`config.mk`:
```
export PLATFORM = sky130hd
export DESIGN_NAME = ps2_tx
export DESIGN_NICKNAME = d
export VERILOG_FILES = /design/src/rtl/ps2_tx_pkg.sv /design/src/rtl/ps2_tx_line_filter.sv /design/src/rtl/ps2_tx.sv
export SDC_FILE = /design/constraint.sdc
export NUM_CORES = 1
export LEC_CHECK = 0
export BUFFER_PORTS_ARGS = -buffer_cell sky130_fd_sc_hd__buf_2
export CORE_MARGIN = 5
export CORE_UTILIZATION = 35
export CTS_BUF_LIST = sky130_fd_sc_hd__clkbuf_4
export CTS_CLUSTER_SIZE = 16
export DETAILED_ROUTE_END_ITERATION = 10
export PLACE_DENSITY = 0.58
export RECOVER_POWER = 50
export SYNTH_ARGS = -nofsm -noshare
export SYNTH_HDL_FRONTEND = slang
export SYNTH_SLANG_ARGS = --single-unit
```
`constraint.sdc`:
```
create_clock -name clk -period 2.24 [get_ports clk]
set_clock_uncertainty 0.15 [all_clocks]
set_input_delay 0.448 -clock clk [delete_from_list [all_inputs] [get_ports clk]]
set_output_delay 0.448 -clock clk [all_outputs]
set_load 0.02 [all_outputs]
```
`src/rtl/ps2_tx_pkg.sv`:
```
// ---------------------------------------------------------------------------
// ps2_tx_pkg
//   Shared definitions for the PS/2 host transmitter and the keyboard
//   receiver path:
//     - FSM state encoding of the transmitter (3 bits)
//     - keyboard command bytes and device response codes
//     - odd-parity helper used when latching a frame
// ---------------------------------------------------------------------------
package ps2_tx_pkg;

  typedef enum logic [2:0] {
    ST_IDLE     = 3'd0,
    ST_RTS      = 3'd1,
    ST_START    = 3'd2,
    ST_DATA     = 3'd3,
    ST_STOP     = 3'd4,
    ST_ACK      = 3'd5,
    ST_WAIT_REL = 3'd6
  } ps2_tx_state_e;

  // Host-to-keyboard commands
  localparam logic [7:0] CMD_SET_LED = 8'hED;
  localparam logic [7:0] CMD_RESET   = 8'hFF;
  localparam logic [7:0] CMD_ENABLE  = 8'hF4;

  // Keyboard-to-host codes (ACK_BYTE answers a command, BREAK prefixes a
  // key release on the receive side)
  localparam logic [7:0] ACK_BYTE    = 8'hFA;
  localparam logic [7:0] BREAK       = 8'hF0;

  // PS/2 frames carry odd parity: data bits plus parity hold an odd count
  // of ones.
  function automatic logic odd_parity(input logic [7:0] b);
    return ~^b;
  endfunction

endpackage

```
`src/rtl/ps2_tx_line_filter.sv`:
```
// ---------------------------------------------------------------------------
// ps2_line_filter
//   Conditions the PS/2 clock pad for use in the system clock domain.
//   A 2-FF synchronizer is followed by a debounce filter: the filtered
//   level changes only after FILTER_LEN consecutive synchronized samples
//   that disagree with it. o_fall_tick pulses for one cycle on every
//   filtered 1->0 transition. Shared with the receiver.
//
// Ports
//   clk         in   system clock
//   rst         in   asynchronous reset, active-low
//   i_line      in   raw pad sample
//   o_level     out  filtered line level
//   o_fall_tick out  one-cycle pulse on filtered falling edge
// ---------------------------------------------------------------------------
module ps2_line_filter
  import ps2_tx_pkg::*;
#(
  parameter int FILTER_LEN = 8
) (
  input  logic clk,
  input  logic rst,
  input  logic i_line,
  output logic o_level,
  output logic o_fall_tick
);

  localparam int CW = $clog2(FILTER_LEN + 1);

  logic [1:0]    r_sync;
  logic [CW-1:0] r_cnt;
  logic          r_level;
  logic          r_fall;
  logic          w_sample;
  logic          w_diff;

  assign w_sample = r_sync[1];
  assign w_diff   = (w_sample != r_level);

  // Synchronizer and filter reset to the idle (released, high) level so
  // that leaving reset never produces a spurious falling edge.
  always_ff @(posedge clk or negedge rst) begin
    if (!rst) begin
      r_sync  <= 2'b11;
      r_cnt   <= '0;
      r_level <= 1'b1;
      r_fall  <= 1'b0;
    end else begin
      r_sync <= {r_sync[0], i_line};
      r_fall <= 1'b0;
      if (!w_diff) begin
        // Any agreeing sample restarts the run of disagreeing samples.
        r_cnt <= '0;
      end else if (r_cnt == CW'(FILTER_LEN - 1)) begin
        // This is the FILTER_LEN-th disagreeing sample in a row.
        r_level <= w_sample;
        r_cnt   <= '0;
        r_fall  <= r_level;
      end else begin
        r_cnt <= r_cnt + 1'b1;
      end
    end
  end

  assign o_level     = r_level;
  assign o_fall_tick = r_fall;

endmodule

```
`src/rtl/ps2_tx.sv`:
```
// ---------------------------------------------------------------------------
// ps2_tx
//   PS/2 host-to-device transmitter. Sends one command byte to the keyboard
//   using the request-to-send sequence: hold clock low, present the start
//   bit, then shift data on each device clock falling edge, release for the
//   stop bit and sample the device ACK. Lines are open-drain; this block
//   only asserts *_drive_low, pad tristating lives at top level.
//
// Handshake
//   tx_idle is the ready, wr_en the valid. A byte is accepted only in a
//   cycle where wr_en=1 and tx_idle=1; wr_en in any other cycle is dropped,
//   never queued. Every accepted byte ends with exactly one tx_done_tick
//   (tx_err marks missing ACK or timeout), and tx_idle returns to 1 the
//   cycle after that tick.
//
// Ports
//   clk            in   system clock
//   rst            in   asynchronous reset, active-low
//   wr_en          in   start transmit of din (only when tx_idle=1)
//   din[7:0]       in   command byte
//   ps2c_in        in   PS/2 clock pad sample
//   ps2d_in        in   PS/2 data pad sample
//   ps2c_drive_low out  1 = pull clock pad low
//   ps2d_drive_low out  1 = pull data pad low
//   tx_idle        out  ready for wr_en
//   tx_done_tick   out  one-cycle pulse at end of each transaction
//   tx_err         out  one-cycle pulse with tx_done_tick on failure
//   dbg_state[2:0] out  current FSM state (ps2_tx_state_e encoding)
// ---------------------------------------------------------------------------
module ps2_tx
  import ps2_tx_pkg::*;
#(
  parameter int INHIBIT_CYCLES = 10000,
  parameter int FILTER_LEN     = 8,
  parameter int TIMEOUT_CYCLES = 2000000
) (
  input  logic       clk,
  input  logic       rst,
  input  logic       wr_en,
  input  logic [7:0] din,
  input  logic       ps2c_in,
  input  logic       ps2d_in,
  output logic       ps2c_drive_low,
  output logic       ps2d_drive_low,
  output logic       tx_idle,
  output logic       tx_done_tick,
  output logic       tx_err,
  output logic [2:0] dbg_state
);

  localparam int INH_W = $clog2(INHIBIT_CYCLES + 1);
  localparam int WD_W  = $clog2(TIMEOUT_CYCLES + 1);

  // -------------------------------------------------------------------------
  // Line conditioning
  // -------------------------------------------------------------------------
  logic       w_c_level;
  logic       w_fall;
  logic [1:0] r_d_sync;

  ps2_line_filter #(
    .FILTER_LEN (FILTER_LEN)
  ) u_c_filter (
    .clk         (clk),
    .rst         (rst),
    .i_line      (ps2c_in),
    .o_level     (w_c_level),
    .o_fall_tick (w_fall)
  );

  // Data only needs synchronizing: it is sampled on filtered clock events,
  // long after it has settled.
  always_ff @(posedge clk or negedge rst) begin
    if (!rst) r_d_sync <= 2'b11;
    else      r_d_sync <= {r_d_sync[0], ps2d_in};
  end

  // -------------------------------------------------------------------------
  // State and datapath registers
  // -------------------------------------------------------------------------
  ps2_tx_state_e    r_state;
  ps2_tx_state_e    w_state_nxt;
  logic [8:0]       r_frame;     // {parity, data}; bit 0 is on the wire
  logic [3:0]       r_bit_cnt;   // shifts left before parity is on the wire
  logic [INH_W-1:0] r_inh_cnt;
  logic [WD_W-1:0]  r_wdog;
  logic             r_nack;
  logic             r_c_low;
  logic             r_d_low;
  logic             r_done;
  logic             r_err;

  logic w_d_low_nxt;
  logic w_done_nxt;
  logic w_err_nxt;
  logic w_load;
  logic w_shift;
  logic w_cnt_load;
  logic w_ack_sample;
  logic w_wd_active;
  logic w_timeout;

  assign w_wd_active = (r_state == ST_START) || (r_state == ST_DATA) ||
                       (r_state == ST_STOP)  || (r_state == ST_ACK)  ||
                       (r_state == ST_WAIT_REL);

  // A fall_tick in the same cycle restarts the watchdog rather than firing.
  assign w_timeout = w_wd_active && !w_fall &&
                     (r_wdog == WD_W'(TIMEOUT_CYCLES - 1));

  // -------------------------------------------------------------------------
  // Next-state logic
  // -------------------------------------------------------------------------
  always_comb begin
    w_state_nxt  = r_state;
    w_d_low_nxt  = r_d_low;
    w_done_nxt   = 1'b0;
    w_err_nxt    = 1'b0;
    w_load       = 1'b0;
    w_shift      = 1'b0;
    w_cnt_load   = 1'b0;
    w_ack_sample = 1'b0;

    case (r_state)
      ST_IDLE: begin
        w_d_low_nxt = 1'b0;
        // r_done is high in the first IDLE cycle; tx_idle is still 0 then.
        if (wr_en && !r_done) begin
          w_load      = 1'b1;
          w_state_nxt = ST_RTS;
        end
      end

      ST_RTS: begin
        // Our own clock pull-down produces fall_ticks here; they are ignored.
        if (r_inh_cnt == INH_W'(INHIBIT_CYCLES - 1)) begin
          w_state_nxt = ST_START;
          w_d_low_nxt = 1'b1;           // start bit 0
        end
      end

      ST_START: begin
        if (w_fall) begin
          w_state_nxt = ST_DATA;
          w_d_low_nxt = ~r_frame[0];
          w_cnt_load  = 1'b1;
        end
      end

      ST_DATA: begin
        if (w_fall) begin
          if (r_bit_cnt != 4'd0) begin
            w_shift     = 1'b1;
            w_d_low_nxt = ~r_frame[1];
          end else begin
            // Parity has been clocked out: release for the stop bit.
            w_d_low_nxt = 1'b0;
            w_state_nxt = ST_STOP;
          end
        end
      end

      ST_STOP: begin
        if (w_fall) w_state_nxt = ST_ACK;
      end

      ST_ACK: begin
        if (w_fall) begin
          w_ack_sample = 1'b1;
          w_state_nxt  = ST_WAIT_REL;
        end
      end

      ST_WAIT_REL: begin
        if (w_c_level && r_d_sync[1]) begin
          w_state_nxt = ST_IDLE;
          w_done_nxt  = 1'b1;
          w_err_nxt   = r_nack;
        end
      end

      default: begin
        w_state_nxt = ST_IDLE;
        w_d_low_nxt = 1'b0;
      end
    endcase

    if (w_timeout) begin
      w_state_nxt = ST_IDLE;
      w_d_low_nxt = 1'b0;
      w_done_nxt  = 1'b1;
      w_err_nxt   = 1'b1;
    end
  end

  // -------------------------------------------------------------------------
  // Sequential logic
  // -------------------------------------------------------------------------
  always_ff @(posedge clk or negedge rst) begin
    if (!rst) begin
      r_state <= ST_IDLE;
      r_c_low <= 1'b0;
      r_d_low <= 1'b0;
      r_done  <= 1'b0;
      r_err   <= 1'b0;
    end else begin
      r_state <= w_state_nxt;
      // Registered pad controls keep decode glitches off the open-drain lines.
      r_c_low <= (w_state_nxt == ST_RTS);
      r_d_low <= w_d_low_nxt;
      r_done  <= w_done_nxt;
      r_err   <= w_err_nxt;
    end
  end

  always_ff @(posedge clk or negedge rst) begin
    if (!rst) begin
      r_frame   <= '0;
      r_bit_cnt <= '0;
      r_nack    <= 1'b0;
    end else begin
      if (w_load) begin
        r_frame <= {odd_parity(din), din};
        r_nack  <= 1'b0;
      end else if (w_shift) begin
        r_frame <= {1'b1, r_frame[8:1]};
      end

      if (w_cnt_load)   r_bit_cnt <= 4'd8;
      else if (w_shift) r_bit_cnt <= r_bit_cnt - 1'b1;

      // Device holds data low for ACK; high here means no acknowledge.
      if (w_ack_sample) r_nack <= r_d_sync[1];
    end
  end

  // Inhibit counter: runs only while in RTS, so it starts from 0 each time.
  always_ff @(posedge clk or negedge rst) begin
    if (!rst)                  r_inh_cnt <= '0;
    else if (r_state == ST_RTS) r_inh_cnt <= r_inh_cnt + 1'b1;
    else                       r_inh_cnt <= '0;
  end

  // Watchdog: held at 0 outside the device-clocked states, so it is 0 in
  // the first START cycle; every device clock edge restarts it.
  always_ff @(posedge clk or negedge rst) begin
    if (!rst)             r_wdog <= '0;
    else if (!w_wd_active) r_wdog <= '0;
    else if (w_fall)      r_wdog <= '0;
    else                  r_wdog <= r_wdog + 1'b1;
  end

  // -------------------------------------------------------------------------
  // Outputs
  // -------------------------------------------------------------------------
  assign ps2c_drive_low = r_c_low;
  assign ps2d_drive_low = r_d_low;
  assign tx_idle        = (r_state == ST_IDLE) && !r_done;
  assign tx_done_tick   = r_done;
  assign tx_err         = r_err;
  assign dbg_state      = r_state;

endmodule

```
* Word-level counts from Yosys, hierarchy flattened *
Cells that the tools add are included.

storage, ports and cells
  flip-flop bits (word level) = 66
  bits in latches = 0
  RAM bits = 0
  ROM bits = 0
  input bits = 13
  output and inout port bits = 8
  word-level logic and storage cells = 99
  memories = 0

cells by class
  add/subtract/negate cells = 4
  multiply operators = 0
  divide/modulo/power cells = 0
  order comparisons = 0
  equality and inequality tests = 15
  shift operators = 0
  mux-type cells = 43
  bitwise logic cells = 2
  reductions and logical operators = 20

operators with widths
  kind                                                                   count
  21-bit 2-to-1 mux                                                      2
  3-bit 2-to-1 mux                                                       9
  1-bit 2-to-1 mux                                                       23
  21-bit by 1-bit adder with 21-bit output, second input constant        1
  21-bit equality test, second input constant                            1
  3-bit one-hot mux with 7 select lines                                  1
  9-bit 2-to-1 mux                                                       2
  4-bit 2-to-1 mux                                                       4
  14-bit by 1-bit adder with 14-bit output, second input constant        1
  14-bit equality test, second input constant                            1
  14-bit 2-to-1 mux                                                      1
  3-bit equality test, second input constant                             3
  8-bit XNOR reduction                                                   1
  3-bit by 1-bit equality test with 1-bit output, second input constant  2
  3-bit by 2-bit equality test with 1-bit output, second input constant  2
  3-bit by 2-bit != test with 1-bit output, second input constant        2
  2-bit nonzero test                                                     3
  1-bit logical AND                                                      5
  4-bit by 1-bit adder with 4-bit output, second input constant          1
  4-bit by 3-bit equality test with 1-bit output, second input constant  1
  1-bit logical OR                                                       4
  1-bit one-hot mux with 4 select lines                                  1
  4-bit AND reduction                                                    1
  4-bit nonzero test                                                     1
  other kinds (9)                                                        11

* Logic depth before layout (Yosys ltp) *
Gate-level depths: netlist of run 1.

  depth in word-level cells = 9
  mapped depth = 8
  depth with buffers taken out = 6

* Cells and area by module *
From an unflattened synthesis of run 1, not the netlist that was laid out.

second synthesis, totals
  cells, all modules = 322
  area, all modules = 3311.9 sq um

by module, submodules not included
  module           instances  cells each  area each (sq um)  sequential area each (sq um)
  ps2_tx           1          301         2990.4             1453.9
  ps2_line_filter  1          21          321.6              203.9

* Worst setup path before layout of run 1 *
No wires, ideal clock.

  path type = reg-to-reg
  start point = register r_state[2], in the netlist dbg_state[2]
  end point = register r_frame[0]
  setup time = 0.136 ns
  arrival time = 2.012 ns
  required time = 1.954 ns
  slack = -0.058 ns
  cell stages (with the launch flop) = 6
  buffers on the path = 1
  period minus slack after synthesis = 2.298 ns
  cell sequence = dfrtp_1 clkbuf_1 nor4_2 nand2_1 mux2i_1 o21ai_0

between the ends
  word-level cells in the longest chain between the ends = 3
  elaborated cells between the ends (all ways) = 6
  those cells by class = eq/ne: 1; mux: 3; reduce/logical: 2

RTL lines
  element                                                                                   line           RTL
  start: declaration                                                                        ps2_tx.sv:81   ps2_tx_state_e r_state;
  start signal: assignment                                                                  ps2_tx.sv:207  r_state <= w_state_nxt;
  3-bit by 2-bit equality test with 1-bit output / 3-bit zero test (equally long branches)  ps2_tx.sv:124  case (r_state)
  1-bit 2-to-1 mux                                                                          ps2_tx.sv:124
  2-bit nonzero test (no line) / 9-bit 2-to-1 mux (equally long branches)                   --
  end signal: assignment                                                                    ps2_tx.sv:223  r_frame <= {odd_parity(din), din};
  end signal: assignment                                                                    ps2_tx.sv:226  r_frame <= {1'b1, r_frame[8:1]};
  end: declaration                                                                          ps2_tx.sv:83   logic [8:0] r_frame;

Several ways; a longest one is shown, not always the timed one.
A chain may end at the register's enable or synchronous reset.

* Worst setup path after layout of run 1 *
  start point = register r_state[2], in the netlist dbg_state[2]
  end point = output tx_idle

between the ends
  word-level cells in the longest chain between the ends = 2

RTL lines
  element            line           RTL
  3-bit zero test    ps2_tx.sv:258  assign tx_idle = (r_state == ST_IDLE) && !r_done;
  1-bit logical AND  ps2_tx.sv:258
  end: declaration   ps2_tx.sv:45   output logic tx_idle,

No other way between the ends.

==> key figures, run 1 <==
Status
  – Result of the run: finished clean

Global routing
  – Peak-usage layer in the global routing report: met2
  – Overall fraction of global-route tracks in use: 0.125
  – Number of antenna violations at the first check in global routing: 0
  – Vias in the first global route: 2410
  – Met3 track demand over resource: 0.0289
  – Overflow left after global routing: 0
  – First-pass GRT wire length: 11.5 mm
  – Met1 Usage GRT: 0.171
  – Largest net degree at the start of global routing: 67
  – M2 GR Usage: 0.189

Yosys
  – Yosys cell types: 47
  – Post-synthesis instance total: 328
  – Top_reg_cell synth: dfrtp_1
  – Average size of a mapped cell: 9.98 µm²
  – Register bit count reported by yosys: 66
  – EDFF count, synth: 0
  – Summed instance area of the synthesized netlist: 3270 µm²
  – Fraction of the yosys area taken by sequential cells: 0.507
  – Syn. warnings: 0
  – Fraction of synthesis flops using an asynchronous set or reset pin: 1.00
  – Syn nets: 345

Worst hold path
  – Hold path startpoint: din[7]
  – Classification of the worst-slack hold path: input port to flip-flop
  – Hold Path Cell Cnt: 3
  – End point of the most critical hold path: r_frame[7]

Worst setup path
  – Sort of element at the end of the critical path: output pin
  – Type of origin of the critical path: flip-flop
  – Endpoint of the lowest-slack register-to-register path: r_wdog[19]
  – R2r setup slk: 0.24 ns
  – Endpoint required time on the critical path: 1.64 ns
  – Crit. Startpoint: dbg_state[2]
  – CP max FO: 5
  – Worst Reg2Reg Path Length in Cells: 4
  – Data arrival time of the critical path: 1.54 ns
  – Classification of the worst setup path: flip-flop to output pin
  – Reg-to-Reg Start: r_wdog[2]

Drt
  – Total via count after detailed routing: 2435
  – Via density per instance: 5.13
  – Final ANT Viol Nets: 0
  – Number of iterations in the first detailed-routing pass: 5
  – 1st-iter DRT viols: 101
  – Final WL: 6.44 mm
  – DRC viols: 0
  – Routed wire per std cell: 13.6 µm

Placement
  – Placement-stage cell area: 3550 µm²
  – HPWL Detailed: 4.49 mm
  – Placer's final routability congestion estimate: 0.743
  – Port Buf Inserts: 20

Layout
  – Area used by multi-input combinational logic: 1540 µm²
  – Leading cell type in the layout, fill and taps excluded: dfrtp_1
  – Summed area of non-filler cells in the final layout: 3720 µm²
  – FILL cells: 946
  – Area used by sequential logic in the layout: 1660 µm²
  – Relative area change from synthesis to final layout: 13.7%
  – Antenna diodes: 0
  – Top library cells by usage in the layout, fill and taps aside: dfrtp_1, nor2_1, nand2_1
  – Final #Nets: 376
  – Fraction of final layout cells sized beyond drive strength 1: 0.179

Floorplan
  – Top Ports: 21
  – Row count: 35
  – Core area: 9200 µm²
  – Starting density of the core: 0.356
  – Die Outline Area: 11400 µm²
  – Horizontal die dimension: 107 µm
  – Vertical extent of the die: 107 µm

STA
  – Unrepaired setup endpoints after global routing: false
  – Measured slew at the worst slew-check pin: 0.890 ns
  – Number of endpoints with negative hold slack in the final report: 0
  – Count of pins over their slew limit: 0
  – Finish-stage setup viols: 0
  – Shortest period the worst path allows: 2.14 ns
  – Final critical-path share of the clock period: 0.954
  – Total Neg Setup Slack: 0 ns
  – Headroom to the max-slew limit: 0.407
  – Max Clock Freq: 0.468 GHz

Clocking
  – TritonCTS clock tree: done
  – Inserted Clock Buffers: 9
  – Root Buffer Master: clkbuf_4
  – Clock slew seen by the registers of the worst setup and hold paths: 0.13 ns
  – H-tree level count: 3
  – Clock insertion delay at the later pin of the skew report: 0.42 ns
  – Buffers from clock root to sink, at most: 2
  – TritonCTS sink count: 66

Pwr
  – Internal power: 1.89 mW
  – Leakage power: 1.63 nW
  – Combinational cell fraction of total power: 0.148
  – Sw power: 0.781 mW
  – Clock power frac: 0.296
  – Total power per unit cell area: 717 nW/µm²
  – Portion of total power attributed to sequential cells: 0.556
  – Sw Ratio: 0.293
  – Worst ir drop on vdd: 0.000265 V

Run
  – Max cap viols: 0
[cells in the mapped netlist, types with 9 or more instances]
cell type | number | area [µm²]
a21oi_1 | 12 | 60.1
o21ai_0 | 14 | 70.1
mux2i_1 | 10 | 100
nand3_1 | 18 | 90.1
dfrtp_1 | 61 | 1530
nand2_1 | 27 | 101
nor2_1 | 37 | 139
xor2_1 | 21 | 184
xnor2_1 | 16 | 140
clkbuf_1 | 13 | 48.8
nand4_1 | 13 | 81.3
inv_1 | 9 | 33.8
[worst max-delay path, cell delays in order, from the launching register on]
cell,delay (ns)
dfrtp_1,0.46
nor4_4,0.33
buf_4,0.18
buf_2,0.16
[logic make-up (layout without fill, tap and decap cells)]
kind of cell | after synthesis | after routing | synth area share
adders and majority gates | 4 | 4 | 0.0153
muxes | 11 | 11 | 0.0340
xor gates and xnor gates | 37 | 37 | 0.0990
DFF | 66 | 66 | 0.507
and+or+nand+nor | 148 | 148 | 0.243
buffers and inverters | 23 | 59 | 0.0268
AOI/OAI and AO/OA | 39 | 39 | 0.0753
[worst max path at each step]
| stage | slack [ns] | end |
|---|---|---|
| global placement | 0.31 | r_frame[7] |
| CTS | 0.001 | tx_idle |
| finish | 0.10 | tx_idle |
| floorplan | 0.16 | r_frame[5] |
| detailed placement | 0.25 | r_frame[6] |
| global route | 0.003 | tx_idle |
[layer usage]
metal / share of wire / routed length, µm
met5: 0 / 0
met4: 0.018 / 118
met3: 0.030 / 190
met2: 0.45 / 2890
met1: 0.50 / 3240
[what timing repair did]
item                                   in CTS  in global routing
resized for setup                           1                  1
cloned                                      0                  0
endpoints found under the hold margin      63                  0
setup endpoints to repair                   1                  1
hold buffers                                3                  0
buffers inserted                            0                  1
pin swaps                                   0                  1
[stage by stage]
stage | std cells | util | worst slack (ns) | total power, mW | hold WS (ns)
2_1_floorplan | 328 | - | 0.163 | 1.77 | 0.00241
3_3_place_gp | 455 | 0.386 | 0.313 | 1.89 | 0.197
3_5_place_dp | 455 | 0.386 | 0.247 | 1.90 | 0.199
4_1_cts | 474 | 0.405 | 0.00117 | 2.70 | 0.169
5_1_grt | 475 | 0.404 | 0.00347 | 2.85 | 0.188
6_report | 475 | 0.404 | 0.104 | 2.67 | 0.187
[registers in the layout (all words and copies together) (netlist names), 2 cells and up]
name / flops
dbg_state: 3
r_bit_cnt: 4
r_d_sync: 2
r_frame: 9
r_inh_cnt: 14
r_wdog: 21
u_c_filter.r_cnt: 4
u_c_filter.r_sync: 2
[power by group through the flow]
stage               combinational (mW)  sequential, mW  clock, mW
floorplan                        0.280            1.49          0
global placement                 0.383            1.51          0
detailed placement               0.395            1.51          0
CTS                              0.400            1.49      0.816
global route                     0.466            1.51      0.873
finish                           0.394            1.48      0.789
[layout make-up]
cell class,instances,share of cell area
clock inverters,7,0.0188
well taps,111,0.0373
clock buffers,9,0.0182
repair buffers,34,0.0572
flip-flops and latches,66,0.446
inverters,9,0.00908
multi-input cells,239,0.413
Note: power is estimated with default switching activity, not from simulation.
==> run 2: changes to the inputs <==
--- a/config.mk
+++ b/config.mk
@@ -11,7 +11,7 @@
 export CTS_BUF_LIST = sky130_fd_sc_hd__clkbuf_4
 export CTS_CLUSTER_SIZE = 16
 export DETAILED_ROUTE_END_ITERATION = 10
-export PLACE_DENSITY = 0.58
+export PLACE_DENSITY = 0.56
 export RECOVER_POWER = 50
 export SYNTH_ARGS = -nofsm -noshare
 export SYNTH_HDL_FRONTEND = slang
==> constraint.sdc (replaced) <==
create_clock -name clk -period 2.1 [get_ports clk]
set_clock_uncertainty 0.15 [all_clocks]
set_input_delay 0.42 -clock clk [delete_from_list [all_inputs] [get_ports clk]]
set_output_delay 0.42 -clock clk [all_outputs]
set_load 0.02 [all_outputs]
==> key figures, run 2 (same netlist as run 1, synthesis figures left out) <==
Status
  – Result of the run: finished clean (unchanged)

STA
  – Headroom to the max-slew limit: 0.415 (was 0.407)
  – Finish-stage setup viols: 0 (unchanged)
  – Unrepaired setup endpoints after global routing: false (unchanged)
  – Count of pins over their slew limit: 0 (unchanged)
  – Number of endpoints with negative hold slack in the final report: 0 (unchanged)
  – Shortest period the worst path allows: 2.01 ns
  – Total Neg Setup Slack: 0 ns (unchanged)
  – Final WS setup: 0.0884 ns (was 0.104 ns)
  – Final critical-path share of the clock period: 0.958
  – Max Clock Freq: 0.497 GHz
  – Measured slew at the worst slew-check pin: 0.877 ns (was 0.890 ns)
  – Tightest hold margin: 0.195 ns (was 0.187 ns)

Global routing
  – First-pass GRT wire length: 11.2 mm (was 11.5 mm)
  – Overflow left after global routing: 0 (unchanged)
  – Overall fraction of global-route tracks in use: 0.123 (was 0.125)
  – Peak-usage layer in the global routing report: met2 (unchanged)
  – Number of antenna violations at the first check in global routing: 0 (unchanged)
  – Met3 track demand over resource: 0.0301 (was 0.0289)
  – Largest net degree at the start of global routing: 67 (unchanged)
  – Vias in the first global route: 2393 (was 2410)
  – M2 GR Usage: 0.200 (was 0.189)
  – Met1 Usage GRT: 0.155 (was 0.171)

Drt
  – 1st-iter DRT viols: 72 (was 101)
  – Final ANT Viol Nets: 0 (unchanged)
  – Routed wire per std cell: 13.3 µm (was 13.6 µm)
  – Number of iterations in the first detailed-routing pass: 4 (was 5)
  – Total via count after detailed routing: 2442 (was 2435)
  – Final WL: 6.40 mm (was 6.44 mm)
  – Via density per instance: 5.09 (was 5.13)
  – DRC viols: 0 (unchanged)

Layout
  – Relative area change from synthesis to final layout: 15.5% (was 13.7%)
  – Max FFs per register: 21 (unchanged)
  – Register bank with the most flops: r_wdog (unchanged)
  – Fraction of final layout cells sized beyond drive strength 1: 0.187 (was 0.179)
  – Final #Nets: 381 (was 376)
  – Top library cells by usage in the layout, fill and taps aside: dfrtp_1, nor2_1, nand2_1 (unchanged)
  – Fin util: 0.411 (was 0.404)
  – Antenna diodes: 0 (unchanged)
  – Count of non-filler cells in the finished layout: 480 (was 475)
  – FILL cells: 923 (was 946)
  – Leading cell type in the layout, fill and taps excluded: dfrtp_1 (unchanged)
  – Largest registers: r_wdog (21), r_inh_cnt (14), r_frame (9) (unchanged)

Pwr
  – Total power per unit cell area: 782 nW/µm² (was 717 nW/µm²)
  – Worst ir drop on vdd: 0.000302 V (was 0.000265 V)
  – Leakage power: 1.67 nW (was 1.63 nW)

Floorplan
  – Die Outline Area: 11400 µm² (unchanged)
  – Core area: 9200 µm² (unchanged)
  – Horizontal die dimension: 107 µm (unchanged)
  – Top Ports: 21 (unchanged)
  – Starting density of the core: 0.356 (unchanged)
  – Vertical extent of the die: 107 µm (unchanged)
  – Row count: 35 (unchanged)

Worst setup path
  – Endpoint of the lowest-slack register-to-register path: r_frame[6] (was r_wdog[19])
  – R2r setup slk: 0.11 ns (was 0.24 ns)
  – Data arrival time of the critical path: 1.44 ns (was 1.54 ns)
  – Series of cell instances along the critical path: nor4_4 > buf_4 (was nor4_4 > buf_4 > buf_2)
  – Longest individual stage delay on the worst path: 0.48 ns (was 0.46 ns)
  – Sort of element at the end of the critical path: output pin (unchanged)
  – Reg-to-Reg Start: r_bit_cnt[0] (was r_wdog[2])
  – Worst Reg2Reg Path Length in Cells: 6 (was 4)
  – Crit. Startpoint: dbg_state[1] (was dbg_state[2])
  – CP max FO: 8 (was 5)
  – Crit-path slowest cell: dfrtp_2 (was dfrtp_1)
  – Type of origin of the critical path: flip-flop (unchanged)
  – Endpoint required time on the critical path: 1.53 ns (was 1.64 ns)
  – End of the critical path: tx_idle (unchanged)
  – Classification of the worst setup path: flip-flop to output pin (unchanged)

Clocking
  – Root Buffer Master: clkbuf_4 (unchanged)
  – Buffers from clock root to sink, at most: 2 (unchanged)
  – H-tree level count: 3 (unchanged)
  – Clock slew seen by the registers of the worst setup and hold paths: 0.10 ns (was 0.13 ns)
  – TritonCTS sink count: 66 (unchanged)
  – Clock insertion delay at the later pin of the skew report: 0.40 ns (was 0.42 ns)
  – TritonCTS clock tree: done (unchanged)
  – Inserted Clock Buffers: 9 (unchanged)

Placement
  – Port Buf Inserts: 20 (unchanged)
  – Minimum setup slack after placement: 0.126 ns (was 0.247 ns)
  – Number of cells in the design after placement: 458 (was 455)
  – HPWL Detailed: 4.46 mm (was 4.49 mm)
  – Placer's final routability congestion estimate: 0.783 (was 0.743)

Worst hold path
  – Classification of the worst-slack hold path: input port to flip-flop (unchanged)

Run
  – Max cap viols: 0 (unchanged)
==> run 2: how the worst min path moves through the flow <==
stage                         start                   end  slack [ns]  cells after the start
3_3_place_gp   u_c_filter.r_sync[0]  u_c_filter.r_sync[1]        0.20                      0
3_5_place_dp   u_c_filter.r_sync[0]  u_c_filter.r_sync[1]        0.20                      0
5_1_grt                      din[2]            r_frame[2]        0.19                      3
2_1_floorplan                   rst          dbg_state[0]       -0.03                      0
4_1_cts                      din[1]            r_frame[1]        0.17                      3
6_report                     din[1]            r_frame[1]        0.19                      3
==> run 2: layer usage <==
metal / vias up / wire (µm)
li1: 1226 / -
met3: 11 / 250
met4: 0 / 125
met5: - / 0
met1: 1163 / 3030
met2: 42 / 2990
==> run 2: final cells by class <==
type	count	area (µm²)	area share
Clock buffer	12	90.1	0.0238
Clock inverter	4	67.6	0.0179
Inverter	9	33.8	0.00894
Multi-Input combinational cell	239	1540	0.406
Sequential cell	66	1660	0.439
Tap cell	111	139	0.0368
Timing Repair Buffer	39	253	0.0669
==> run 2: critical path, delay by kind of cell (launching register included) <==
kind | cells | cell delay (ns)
DFF | 1 | 0.48
and+or+nand+nor | 1 | 0.36
buffers and inverters | 1 | 0.21
==> run 2: power by group <==
part	internal, mW	switching (mW)
registers	1.45	0.135
clock network	0.517	0.431
logic	0.207	0.211
==> run 2: repair_timing <==
| action | 4_1_cts | 5_1_grt |
|---|---|---|
| gates cloned | 0 | 0 |
| pin swaps | 1 | 1 |
| endpoints found under the setup margin | 1 | 1 |
| resized for setup | 2 | 1 |
| setup buffers | 1 | 2 |
| hold endpoints to repair | 63 | 0 |
| hold buffers | 3 | 0 |
==> run 2: per-stage QoR <==
stage / area [µm²] / total power [mW]
after floorplan: 3280 / 1.89
after global placement: 3580 / 2.01
after detailed placement: 3580 / 2.03
after CTS: 3770 / 3.01
after global routing: 3780 / 3.13
final: 3780 / 2.95
==> run 3: changes to the inputs <==
--- a/config.mk
+++ b/config.mk
@@ -15,4 +15,5 @@
 export RECOVER_POWER = 50
 export SYNTH_ARGS = -nofsm -noshare
 export SYNTH_HDL_FRONTEND = slang
+export SYNTH_HIERARCHICAL = 1
 export SYNTH_SLANG_ARGS = --single-unit
==> key figures, run 3 <==
Drt
  – 1st-iter DRT viols: 57 (was 72)
  – WL met2: 3.20 mm (was 2.99 mm)
  – Met3 WL: 222 µm (was 250 µm)
  – Final ANT Viol Nets: 0 (unchanged)
  – Highest routed metal layer: met4 (unchanged)
  – Detailed-route wire length on metal 1: 3.16 mm (was 3.03 mm)
  – Via density per instance: 4.88 (was 5.09)
  – Routed wire per std cell: 13.2 µm (was 13.3 µm)
  – DRC viols: 0 (unchanged)
  – Total via count after detailed routing: 2461 (was 2442)
  – Final WL: 6.63 mm (was 6.40 mm)
  – Number of iterations in the first detailed-routing pass: 4 (unchanged)

Clocking
  – Clock slew seen by the registers of the worst setup and hold paths: 0.11 ns (was 0.10 ns)
  – H-tree level count: 3 (unchanged)
  – Root Buffer Master: clkbuf_4 (unchanged)
  – Clock insertion delay at the later pin of the skew report: 0.40 ns (about the same)
  – Inserted Clock Buffers: 9 (unchanged)
  – Buffers from clock root to sink, at most: 2 (unchanged)
  – TritonCTS sink count: 66 (unchanged)
  – TritonCTS clock tree: done (unchanged)

Yosys
  – EDFF count, synth: 0 (unchanged)
  – Post-synth top area share: 0.461 (was 0.467)
  – Fraction of the yosys area taken by sequential cells: 0.501 (was 0.507)
  – Fraction of synthesis flops using an asynchronous set or reset pin: 1.00 (unchanged)
  – Syn. warnings: 6 (was 0)
  – Commonest cells in the netlist: dfrtp_1, nor2_1, nand2_1 (unchanged)
  – Post-synthesis instance total: 322 (was 328)
  – Post-synth top area cell: dfrtp_1 (unchanged)
  – Top_reg_cell synth: dfrtp_1 (unchanged)
  – Syn nets: 339 (was 345)
  – Top post-synthesis cells by area: dfrtp_1, xnor2_1, nor2_1 (was dfrtp_1, xor2_1, xnor2_1)
  – Average size of a mapped cell: 10.3 µm² (was 9.98 µm²)
  – Most frequently used cell type in the post-synthesis netlist: dfrtp_1 (unchanged)
  – Yosys cell types: 55 (was 47)
  – Summed instance area of the synthesized netlist: 3310 µm² (was 3270 µm²)
  – Register bit count reported by yosys: 66 (unchanged)

Layout
  – Max FFs per register: 21 (unchanged)
  – Final #Nets: 387 (was 381)
  – Top library cells by usage in the layout, fill and taps aside: dfrtp_1, nor2_1, nand2_1, buf_4, xnor2_1 (was dfrtp_1, nor2_1, nand2_1)
  – Summed area of non-filler cells in the final layout: 3930 µm² (was 3780 µm²)
  – Fraction of final layout cells sized beyond drive strength 1: 0.229 (was 0.187)
  – Largest registers: r_wdog (21), r_inh_cnt (14), r_frame (9) (unchanged)
  – Register bank with the most flops: r_wdog (unchanged)
  – Antenna diodes: 0 (unchanged)
  – Fin util: 0.425 (was 0.411)
  – Leading cell type in the layout, fill and taps excluded: dfrtp_1 (unchanged)
  – FILL cells: 926 (was 923)
  – Relative area change from synthesis to final layout: 18.7% (was 15.5%)

Global routing
  – Largest net degree at the start of global routing: 28 (was 67)
  – First-pass GRT wire length: 11.6 mm (was 11.2 mm)
  – Number of antenna violations at the first check in global routing: 0 (unchanged)
  – Overflow left after global routing: 0 (unchanged)
  – Overall fraction of global-route tracks in use: 0.127 (was 0.123)
  – Vias in the first global route: 2452 (was 2393)

Worst setup path
  – CP max FO: 5 (was 8)
  – Classification of the worst setup path: flip-flop to output pin (unchanged)
  – Type of origin of the critical path: flip-flop (unchanged)
  – Worst Reg2Reg Path Length in Cells: 4 (was 6)
  – Sort of element at the end of the critical path: output pin (unchanged)
  – Data arrival time of the critical path: 1.46 ns (was 1.44 ns)
  – R2r setup slk: 0.09 ns (was 0.11 ns)
  – Endpoint of the lowest-slack register-to-register path: r_wdog[19] (was r_frame[6])
  – Endpoint required time on the critical path: 1.53 ns (about the same)
  – Reg-to-Reg Start: r_wdog[3] (was r_bit_cnt[0])

Floorplan
  – Die Outline Area: 11500 µm² (was 11400 µm²)
  – Vertical extent of the die: 107 µm (about the same)
  – Core area: 9240 µm² (was 9200 µm²)
  – Top Ports: 21 (unchanged)
  – Horizontal die dimension: 107 µm (about the same)
  – Starting density of the core: 0.358 (was 0.356)
  – Row count: 35 (unchanged)

Placement
  – Minimum setup slack after placement: 0.0612 ns (was 0.126 ns)
  – HPWL Detailed: 4.55 mm (was 4.46 mm)
  – Placer's final routability congestion estimate: 0.809 (was 0.783)
  – Placement-stage cell area: 3690 µm² (was 3580 µm²)
  – Port Buf Inserts: 20 (unchanged)

Pwr
  – Worst ir drop on vdd: 0.000397 V (was 0.000302 V)
  – Total power per unit cell area: 587 nW/µm² (was 782 nW/µm²)
  – Leakage power: 1.74 nW (was 1.67 nW)

Status
  – Result of the run: finished clean (unchanged)

Worst hold path
  – Classification of the worst-slack hold path: input port to flip-flop (unchanged)
  – Hold Path Cell Cnt: 3 (unchanged)
  – Hold path startpoint: din[7] (was din[1])
  – End point of the most critical hold path: r_frame[7] (was r_frame[1])

Run
  – Max cap viols: 0 (unchanged)

STA
  – Final critical-path share of the clock period: 0.967 (was 0.958)
  – Headroom to the max-slew limit: 0.157 (was 0.415)
  – Final WS setup: 0.0695 ns (was 0.0884 ns)
  – Total Neg Setup Slack: 0 ns (unchanged)
  – Max Clock Freq: 0.492 GHz (was 0.497 GHz)
  – Finish-stage setup viols: 0 (unchanged)
  – Unrepaired setup endpoints after global routing: true (was false)
  – Number of endpoints with negative hold slack in the final report: 0 (unchanged)
  – Shortest period the worst path allows: 2.03 ns (was 2.01 ns)
  – Measured slew at the worst slew-check pin: 1.27 ns (was 0.877 ns)
  – Count of pins over their slew limit: 0 (unchanged)
run 3: cell types whose count changed after synthesis, moves of 4 or more:
cell | before | now
xor2_1 | 21 | 16
xnor2_1 | 16 | 20
clkbuf_1 | 13 | 9
or3_1 | 2 | 6
nand3_1 | 18 | 10
run 3: cell families after synthesis:
logic type               share of synthesized area
AND/OR/NAND/NOR                              0.252
flip-flops                                   0.501
AO/OA/AOI/OAI                               0.0748
XOR/XNOR                                    0.0952
buffers and inverters                       0.0276
multiplexers                                0.0351
adder cells (fa/ha/maj)                     0.0151
run 3: repair_timing:
action                                  CTS  global route
endpoints found under the setup margin    1             9
gates resized for setup                   2             6
endpoints found under the hold margin    17             0
hold buffers                              3             0
pin swaps                                 1             1
buffers inserted                          3             5
run 3: through the flow:
stage / std cells / power [mW] / hold WS (ns)
2_1_floorplan: 322 / 1.47 / -0.0256
3_3_place_gp: 477 / 1.54 / 0.196
3_5_place_dp: 477 / 1.54 / 0.199
4_1_cts: 499 / 2.35 / 0.154
5_1_grt: 504 / 2.44 / 0.170
6_report: 504 / 2.31 / 0.184
run 3: power by group:
group	internal, mW	leakage (nW)	switching [mW]	total (mW)
Sequential	1.31	0.867	0.0375	1.35
Combinational	0.0844	0.805	0.0740	0.158
Clock	0.349	0.0706	0.450	0.799
run 3: how the worst max path moves through the flow:
| stage | from | end | depth (start not counted) |
|---|---|---|---|
| finish | dbg_state[2] | tx_idle | 3 |
| CTS | dbg_state[0] | tx_idle | 3 |
| global route | dbg_state[2] | tx_idle | 3 |
| detailed placement | r_bit_cnt[0] | dbg_state[2] | 5 |
| global placement | r_bit_cnt[0] | dbg_state[2] | 5 |
| floorplan | dbg_state[2] | ps2d_drive_low | 5 |
run 3: cell type report:
type | count | area [µm²] | area share
clock buffers | 9 | 67.6 | 0.0172
clock inverters | 7 | 60.1 | 0.0153
inverters | 9 | 33.8 | 0.00860
multi-input cells | 235 | 1590 | 0.406
flip-flops and latches | 66 | 1660 | 0.422
well taps | 129 | 161 | 0.0411
repair buffers | 49 | 355 | 0.0904
run 3: routing by layer:
metal	global-route usage	vias up
li1	-	1233
met1	0.168	1187
met2	0.202	36
met3	0.0342	5
met4	0.0411	0
met5	0	-
run 3: worst max-delay path, cell delays in order (launching register included):
cell and delay [ns]:
dfrtp_1 0.40, buf_4 0.16, nor4_4 0.30, buf_4 0.20
